===== src/rtl/automata_trace_decoder.sv =====
`default_nettype none
// ============================================================================
//  Module      : automata_trace_decoder
//  Description : Receive-side decoder for the transition-code stream of the
//                6-state lab automaton. Tracks the automaton state from the
//                codes, reports each decoded step, flags illegal codes and
//                re-synchronises once an error has been cleared.
//  Revision    : 1.0 - initial release
// ============================================================================
module automata_trace_decoder #(
    parameter int CNT_W        = 16,
    parameter int START_LOCKED = 1
) (
    input  logic             clk,
    input  logic             rst,
    input  logic             in_valid,
    input  logic [7:0]       code,
    input  logic             clr_err,
    output logic [2:0]       cur_state,
    output logic             locked,
    output logic             step_valid,
    output logic [2:0]       step_from,
    output logic [2:0]       step_to,
    output logic             err,
    output logic [7:0]       err_code,
    output logic [2:0]       err_state,
    output logic [CNT_W-1:0] trans_cnt
);

    localparam logic [1:0] c_ST_SYNC  = 2'd0;
    localparam logic [1:0] c_ST_TRACK = 2'd1;
    localparam logic [1:0] c_ST_ERROR = 2'd2;

    localparam logic [2:0] c_UNKNOWN  = 3'd7;
    localparam logic [7:0] c_NOP      = 8'h00;

    localparam logic             c_START_LOCKED = (START_LOCKED != 0);
    localparam logic [1:0]       c_RST_STATE    = c_START_LOCKED ? c_ST_TRACK : c_ST_SYNC;
    localparam logic [2:0]       c_RST_CUR      = c_START_LOCKED ? 3'd0 : c_UNKNOWN;
    localparam logic [CNT_W-1:0] c_CNT_ONE      = {{(CNT_W-1){1'b0}}, 1'b1};

    // Legal transition lookup: returns {hit, destination} for a code seen in state s.
    function automatic logic [3:0] track_next(input logic [2:0] s, input logic [7:0] c);
        logic [3:0] r;
        r = 4'b0000;
        case (s)
            3'd0: if (c == 8'h91) r = {1'b1, 3'd5};
            3'd1: begin
                if (c == 8'h7F) r = {1'b1, 3'd4};
                if (c == 8'h91) r = {1'b1, 3'd5};
            end
            3'd2: if (c == 8'h71) r = {1'b1, 3'd5};
            3'd3: begin
                if (c == 8'h39) r = {1'b1, 3'd0};
                if (c == 8'hB6) r = {1'b1, 3'd1};
                if (c == 8'h96) r = {1'b1, 3'd2};
            end
            3'd4: begin
                if (c == 8'hA8) r = {1'b1, 3'd0};
                if (c == 8'h7F) r = {1'b1, 3'd3};
            end
            3'd5: begin
                if (c == 8'h7F) r = {1'b1, 3'd1};
                if (c == 8'hB7) r = {1'b1, 3'd4};
            end
            default: r = 4'b0000;
        endcase
        return r;
    endfunction

    // Codes whose destination is unique regardless of source state: {hit, destination}.
    function automatic logic [3:0] sync_next(input logic [7:0] c);
        logic [3:0] r;
        case (c)
            8'h91:   r = {1'b1, 3'd5};
            8'h71:   r = {1'b1, 3'd5};
            8'h39:   r = {1'b1, 3'd0};
            8'hB6:   r = {1'b1, 3'd1};
            8'h96:   r = {1'b1, 3'd2};
            8'hA8:   r = {1'b1, 3'd0};
            8'hB7:   r = {1'b1, 3'd4};
            default: r = 4'b0000;
        endcase
        return r;
    endfunction

    logic [1:0]       r_state;
    logic [1:0]       w_next_state;
    logic [3:0]       w_track;
    logic [3:0]       w_sync;
    logic             w_is_nop;

    logic [2:0]       w_cur_state;
    logic             w_locked;
    logic             w_step_valid;
    logic [2:0]       w_step_from;
    logic [2:0]       w_step_to;
    logic             w_err;
    logic [7:0]       w_err_code;
    logic [2:0]       w_err_state;
    logic [CNT_W-1:0] w_trans_cnt;

    assign w_track  = track_next(cur_state, code);
    assign w_sync   = sync_next(code);
    assign w_is_nop = (code == c_NOP);

    // State register.
    always_ff @(posedge clk) begin
        if (rst) r_state <= c_RST_STATE;
        else     r_state <= w_next_state;
    end

    // Next-state decision from the sampled code and error clear.
    always_comb begin
        w_next_state = r_state;
        case (r_state)
            c_ST_TRACK: if (in_valid && !w_is_nop && !w_track[3]) w_next_state = c_ST_ERROR;
            c_ST_ERROR: if (clr_err)                            w_next_state = c_ST_SYNC;
            c_ST_SYNC:  if (in_valid && w_sync[3])              w_next_state = c_ST_TRACK;
            default:                                            w_next_state = c_ST_SYNC;
        endcase
    end

    // Next values of the registered outputs; everything holds unless an event updates it.
    always_comb begin
        w_cur_state  = cur_state;
        w_locked     = locked;
        w_step_valid = 1'b0;
        w_step_from  = step_from;
        w_step_to    = step_to;
        w_err        = err;
        w_err_code   = err_code;
        w_err_state  = err_state;
        w_trans_cnt  = trans_cnt;
        case (r_state)
            c_ST_TRACK: begin
                if (in_valid && !w_is_nop) begin
                    if (w_track[3]) begin
                        w_cur_state  = w_track[2:0];
                        w_step_valid = 1'b1;
                        w_step_from  = cur_state;
                        w_step_to    = w_track[2:0];
                        if (!(&trans_cnt)) w_trans_cnt = trans_cnt + c_CNT_ONE;
                    end else begin
                        w_err       = 1'b1;
                        w_err_code  = code;
                        w_err_state = cur_state;
                        w_locked    = 1'b0;
                        w_cur_state = c_UNKNOWN;
                    end
                end
            end
            c_ST_ERROR: begin
                // A simultaneous code is dropped; only the clear is acted on.
                if (clr_err) w_err = 1'b0;
            end
            c_ST_SYNC: begin
                if (in_valid && w_sync[3]) begin
                    w_cur_state = w_sync[2:0];
                    w_locked    = 1'b1;
                end
            end
            default: begin
                w_cur_state = c_UNKNOWN;
                w_locked    = 1'b0;
            end
        endcase
    end

    // Output registers.
    always_ff @(posedge clk) begin
        if (rst) begin
            cur_state  <= c_RST_CUR;
            locked     <= c_START_LOCKED;
            step_valid <= 1'b0;
            step_from  <= 3'd0;
            step_to    <= 3'd0;
            err        <= 1'b0;
            err_code   <= 8'h00;
            err_state  <= 3'd0;
            trans_cnt  <= '0;
        end else begin
            cur_state  <= w_cur_state;
            locked     <= w_locked;
            step_valid <= w_step_valid;
            step_from  <= w_step_from;
            step_to    <= w_step_to;
            err        <= w_err;
            err_code   <= w_err_code;
            err_state  <= w_err_state;
            trans_cnt  <= w_trans_cnt;
        end
    end

endmodule
`default_nettype wire

===== config.mk =====
export PLATFORM = sky130hd
export DESIGN_NAME = automata_trace_decoder
export DESIGN_NICKNAME = d
export VERILOG_FILES = /design/src/rtl/automata_trace_decoder.sv
export SDC_FILE = /design/constraint.sdc
export NUM_CORES = 1
export LEC_CHECK = 0
export ABC_AREA = 1
export ABC_CLOCK_PERIOD_IN_PS = 2300
export CAP_MARGIN = 30
export CORE_ASPECT_RATIO = 0.75
export CORE_MARGIN = 2
export CORE_UTILIZATION = 51
export CTS_CLUSTER_SIZE = 25
export DETAILED_ROUTE_END_ITERATION = 8
export HOLD_SLACK_MARGIN = 0.08
export PLACE_DENSITY = 0.77
export SLEW_MARGIN = 20
export SYNTH_ARGS = -nofsm -noshare
export SYNTH_HDL_FRONTEND = slang
export SYNTH_SLANG_ARGS = --single-unit

===== constraint.sdc =====
create_clock -name clk -period 2.3 [get_ports clk]
set_input_delay 0.46 -clock clk [delete_from_list [all_inputs] [get_ports clk]]
set_output_delay 0.46 -clock clk [all_outputs]
set_load 0.02 [all_outputs]

==> results.json, run 1 <==
{
  "regArea_um2": 821,
  "hold_viol": 0,
  "synth_area_um2": 2460,
  "maxSlewHeadroom": 0.660,
  "start_util": 0.541,
  "dp_slack_ns": -0.140,
  "hp-class": "reg2reg",
  "area.growth.synth_to_final_pct": 31.1,
  "grt_pass1_vias": 2317,
  "via_count": 2532,
  "antenna_found_initial": 0,
  "power.density_nw_per_um2": 563,
  "slowest_stage": "clkdlybuf4s50_1",
  "skew_ns": 0.00837,
  "fillers": 398,
  "cts_made_buffers": 5,
  "drc": 0,
  "cp_data_arrival_time_ns": 2.35,
  "die_x_um": 84.2,
  "tightest_slew_ns": 0.509,
  "ys_ff_latch": 41,
  "seq_area_frac_synth": 0.334,
  "finalCritPeriodShare": 0.932,
  "status": "finished clean",
  "die_area_um2": 5400,
  "die-height_um": 64.1,
  "avgRoutedWirePerCell_um": 13.3,
  "path_cells": "clkdlybuf4s50_1, nand2_2, nor2_4, nand2_2, nand3_2, nand2_2, nand3_4, nand2_1, inv_4, nand2_1, o21ai_1, a21oi_1",
  "final_nets": 438,
  "port-buffer-count": 50,
  "fmax_mhz": 466,
  "drv_slew": 0,
  "cts_tree": "done",
  "core-area_um2": 4550,
  "leakage_uw": 0.00131,
  "slowest_delay_ns": 0.58,
  "yosysWarnings": 0,
  "cap_violations": 0,
  "cts_resized": 0,
  "synth_cells": 361,
  "clkSlewWorstSetupHoldPaths_ns": 0.09,
  "cp_common_cell": "nand2_2",
  "design_area_um2": 3220,
  "place_congestion": 0.902,
  "layout_setup_ws_ns": 0.156,
  "grt_pass1_wl_mm": 11.1,
  "dpl-instance-area_um2": 3080,
  "post_cts_buffers": 0,
  "utilization": 0.709,
  "worstSetupEndpointType": "register",
  "antenna_left": 0,
  "required_ns": 2.50,
  "num_rows": 21,
  "layout-drive-gt1-share": 0.157,
  "htree_levels": 2,
  "synth_cell_types": 32,
  "gr-total-overflow": 0,
  "ios": 51,
  "setup_violations": 0,
  "path_max_fanout": 10,
  "synth_nets": 374,
  "detailed_place_hpwl_mm": 4.86,
  "tns_ns": 0,
  "antennaDiodeCount": 0,
  "viasPerCell": 5.24,
  "dr.pass1.iters": 5,
  "grt_max_degree": 22,
  "post-route-min-period_ns": 2.14,
  "clockRootBuffer": "clkbuf_8",
  "drt_iter0_markers": 236,
  "start_kind": "primary input",
  "rsz0062_at_grt": "no",
  "finalWirelength_mm": 6.45,
  "cts.sinks": 41,
  "critical_path_class": "in2reg",
  "clockBufferDepth": 2,
  "ir_worst_vdd_v": 0.000533,
  "avgSynthCellArea_um2": 6.81,
  "cts_hold_buf": 0,
  "clkLatencyLatePin_ns": 0.31,
  "grt_usage": 0.255,
  "multiInputGateArea_um2": 1400
}
## worst max-delay path: cells and delay by family
| family | cells | cell delay (ns) |
|---|---|---|
| buffers and inverters | 2 | 0.72 |
| AND/OR/NAND/NOR | 8 | 0.96 |
| AO/OA/AOI/OAI | 2 | 0.20 |
## cell usage in the layout, fill, tap and decap left out, drive strengths merged
| cell | instances |
|---|---|
| nand2 | 108 |
| clkdlybuf4s50 | 50 |
| inv | 50 |
| dfxtp | 41 |
| nor2 | 40 |
| a21oi | 36 |
| nand3 | 26 |
| o21ai | 22 |
| buf | 14 |
| xor2 | 10 |
| nor3 | 7 |
| clkbuf | 5 |
| nand4 | 5 |
| nor4 | 2 |
| xnor2 | 2 |
| bufinv | 2 |
| or2 | 2 |
| nand3b | 1 |
| a211oi | 1 |
| and2 | 1 |
| ha | 1 |
## worst paths after layout
path                             startpoint                          to  slack, ns  cells after the start
setup / recovery                    code[5]  trans_cnt[12]$_SDFFE_PP0P_       0.16                     12
hold / removal     err_code[5]$_SDFFE_PP0P_    err_code[5]$_SDFFE_PP0P_       0.45                      2
setup reg to reg  trans_cnt[0]$_SDFFE_PP0P_   trans_cnt[5]$_SDFFE_PP0P_       0.23                      8
hold reg to reg    err_code[5]$_SDFFE_PP0P_    err_code[5]$_SDFFE_PP0P_       0.45                      2
## where the power goes
part | leakage [uW] | switching, uW | internal (uW)
clock network | 0.0000687 | 274 | 437
registers | 0.000334 | 34.0 | 746
logic | 0.000904 | 191 | 134
## final cells by class
cell class	instances	area share
inverter	49	0.0586
clock buffer	5	0.0214
tap	57	0.0221
timing repair buffer	64	0.188
sequential	41	0.255
multi-input combinational	264	0.434
clock inverter	3	0.0214
## logic make-up after synthesis
family / share of synthesized area
fa+ha+maj: 0.00509
buf+inv: 0.0972
xor+xnor: 0.0427
compound gates: 0.136
flops: 0.334
simple gates: 0.385
## registers in the layout, summed over array words and instances, names as in the netlist
signal,flops
step_to,3
step_from,3
err_code,8
r_state,2
locked,1
trans_cnt,16
err_state,3
cur_state,3
step_valid,1
err,1
## stage by stage
stage	std cells	total power [uW]	hold WS (ns)
finish	483	1820	0.449
global route	483	1900	0.481
CTS	483	1820	0.451
detailed placement	475	1120	0.439
global placement	475	1110	0.433
floorplan	361	972	0.520
## synthesized netlist by cell type (all sizes together)
| cell type | n | area (um2) |
|---|---|---|
| dfxtp | 41 | 821 |
| nor2 | 40 | 195 |
| xnor2 | 2 | 17.5 |
| o21ai | 22 | 110 |
| a211oi | 1 | 7.51 |
| and2 | 1 | 6.26 |
| nand3 | 26 | 170 |
| nand3b | 1 | 7.51 |
| inv | 49 | 186 |
| or2 | 2 | 12.5 |
| nand4 | 5 | 37.5 |
| nor3 | 7 | 46.3 |
| clkbuf | 3 | 11.3 |
| ha | 1 | 12.5 |
| buf | 4 | 41.3 |
| nand2 | 108 | 445 |
| xor2 | 10 | 87.6 |
| a21oi | 36 | 218 |
| nor4 | 2 | 25.0 |
## routing by layer
metal / routed length [um] / vias to the layer above / track usage
met4: 77 / 0 / 0.0685
met5: 0 / - / 0
met1: 3080 / 1121 / 0.378
met3: 612 / 9 / 0.0607
met2: 2680 / 110 / 0.369
li1: - / 1292 / -
Note: power is estimated with default switching activity, not from simulation.
==> run 2, diff against run 1 <==
--- a/config.mk
+++ b/config.mk
@@ -14,7 +14,7 @@
 export CTS_CLUSTER_SIZE = 25
 export DETAILED_ROUTE_END_ITERATION = 8
 export HOLD_SLACK_MARGIN = 0.08
-export PLACE_DENSITY = 0.77
+export PLACE_DENSITY = 0.91
 export SLEW_MARGIN = 20
 export SYNTH_ARGS = -nofsm -noshare
 export SYNTH_HDL_FRONTEND = slang
==> run 2 against run 1 <==
Register-to-register slack hardly changed; largest cell class unchanged; utilization is 1.8 points lower; via count is 0.91% higher; die area stayed put; clock skew is 0.0022 ns lower.
==> results.json, run 2 (same netlist as run 1, synthesis figures left out) <==
{
  "status": "finished clean",
  "htree_levels": 2,
  "via_count": 2555,
  "dpl-instance-area_um2": 3050,
  "die_x_um": 84.2,
  "leakage_uw": 0.00126,
  "core-area_um2": 4550,
  "place_congestion": 0.938,
  "setup_violations": 0,
  "fin_hold_ws_ns": 0.450,
  "clkSlewWorstSetupHoldPaths_ns": 0.08,
  "layout-drive-gt1-share": 0.145,
  "drc": 0,
  "slowest_delay_ns": 0.53,
  "path_buf_inv": 4,
  "skew_ns": 0.00613,
  "dr.pass1.iters": 7,
  "cap_violations": 0,
  "place_inst": 469,
  "port-buffer-count": 50,
  "multiInputGateArea_um2": 1400,
  "detailed_place_hpwl_mm": 4.82,
  "mostFrequentLayoutCells": "nand2_1 (92), clkdlybuf4s50_1 (50), inv_1 (45)",
  "path_cells": "clkdlybuf4s50_1, inv_1, nand2_1, nor3_1, nand2_1, nand2_1, nor3_4, buf_4, nand2_1, inv_2, nand2_1, o21ai_0",
  "maxSlewHeadroom": 0.658,
  "num_rows": 21,
  "cts_made_buffers": 5,
  "drv_slew": 0,
  "crit_path_start": "code[2]",
  "die-height_um": 64.1,
  "top_regs": "trans_cnt (16), err_code (8)",
  "cp_data_arrival_time_ns": 2.37,
  "required_ns": 2.53,
  "gr-total-overflow": 0,
  "start_kind": "primary input",
  "grt_pass1_vias": 2337,
  "antenna_left": 0,
  "final_common_cell": "nand2_1",
  "finalCritPeriodShare": 0.930,
  "largest-register": "trans_cnt",
  "hold_viol": 0,
  "rsz0062_at_grt": "no",
  "viasPerCell": 5.36,
  "finalNonFillerCells": 477,
  "worstSetupEndpointType": "register",
  "hold_start": "err_state[0]$_SDFFE_PP0P_",
  "cp_common_cell": "nand2_1",
  "cts_tree": "done",
  "finalWirelength_mm": 6.43,
  "fmax_mhz": 467,
  "hp-class": "reg2reg",
  "ir_worst_vdd_v": 0.000414,
  "clockBufferDepth": 2,
  "critical_path_class": "in2reg",
  "tightest_slew_ns": 0.513,
  "fillers": 360,
  "post-route-min-period_ns": 2.14,
  "cts.sinks": 41,
  "path_max_fanout": 10,
  "grt_max_degree": 24,
  "slowest_stage": "clkdlybuf4s50_1",
  "design_area_um2": 3140,
  "ios": 51,
  "largest_reg_flops": 16,
  "drt_iter0_markers": 335,
  "die_area_um2": 5400,
  "antennaDiodeCount": 0,
  "r2r_start": "trans_cnt[0]$_SDFFE_PP0P_",
  "tns_ns": 0,
  "area.growth.synth_to_final_pct": 27.7,
  "antenna_found_initial": 0,
  "cpLargestDelayFamily": "buffers and inverters",
  "grt_pass1_wl_mm": 10.7,
  "p_total_uw": 1570,
  "grt_usage": 0.248,
  "start_util": 0.541,
  "clkLatencyLatePin_ns": 0.30,
  "avgRoutedWirePerCell_um": 13.5,
  "regArea_um2": 821,
  "clockRootBuffer": "clkbuf_8",
  "final_nets": 432,
  "power.density_nw_per_um2": 501,
  "post_cts_buffers": 0
}
## run 2: path summary, 6_finish.rpt
check	slack [ns]	cells after the start	end
hold / removal	0.45	2	err_state[0]$_SDFFE_PP0P_
setup reg to reg	0.23	8	trans_cnt[8]$_SDFFE_PP0P_
setup / recovery	0.16	12	step_to[2]$_SDFFE_PP0P_
hold reg to reg	0.45	2	err_state[0]$_SDFFE_PP0P_
## run 2: metrics by stage
| stage | worst slack (ns) | utilization |
|---|---|---|
| floorplan | 0.417 | - |
| global placement | 0.0130 | 0.671 |
| detailed placement | -0.121 | 0.671 |
| CTS | 0.171 | 0.690 |
| global route | 0.0107 | 0.691 |
| finish | 0.160 | 0.691 |
## run 2: power by group
part	switching [uW]	internal [uW]	total [uW]
Combinational	191	132	323
Clock	256	210	465
Sequential	39.2	746	786
Total	486	1090	1570
## run 2: area by class of cell
cell class,instances,share of cell area
clock buffers,5,0.0219
clock inverters,3,0.00558
inverters,49,0.0602
multi-input cells,264,0.446
flip-flops and latches,41,0.261
well taps,57,0.0227
repair buffers,58,0.183
## run 2: repair_timing
| action | CTS | global route |
|---|---|---|
| hold buffers | 0 | 0 |
| setup endpoints to repair | 0 | 2 |
| resized for setup | 0 | 2 |
## run 2: routing by layer
layer,vias up,part of all wire,GRT usage
li1,1270,-,-
met1,1126,0.46,0.336
met2,141,0.43,0.380
met3,18,0.087,0.0581
met4,0,0.022,0.105
met5,-,0,0
## run 2: tightest hold or removal path, cell delays in order, from the launching register on
cell and delay, ns:
dfxtp_1 0.31, inv_1 0.05, a21oi_1 0.05
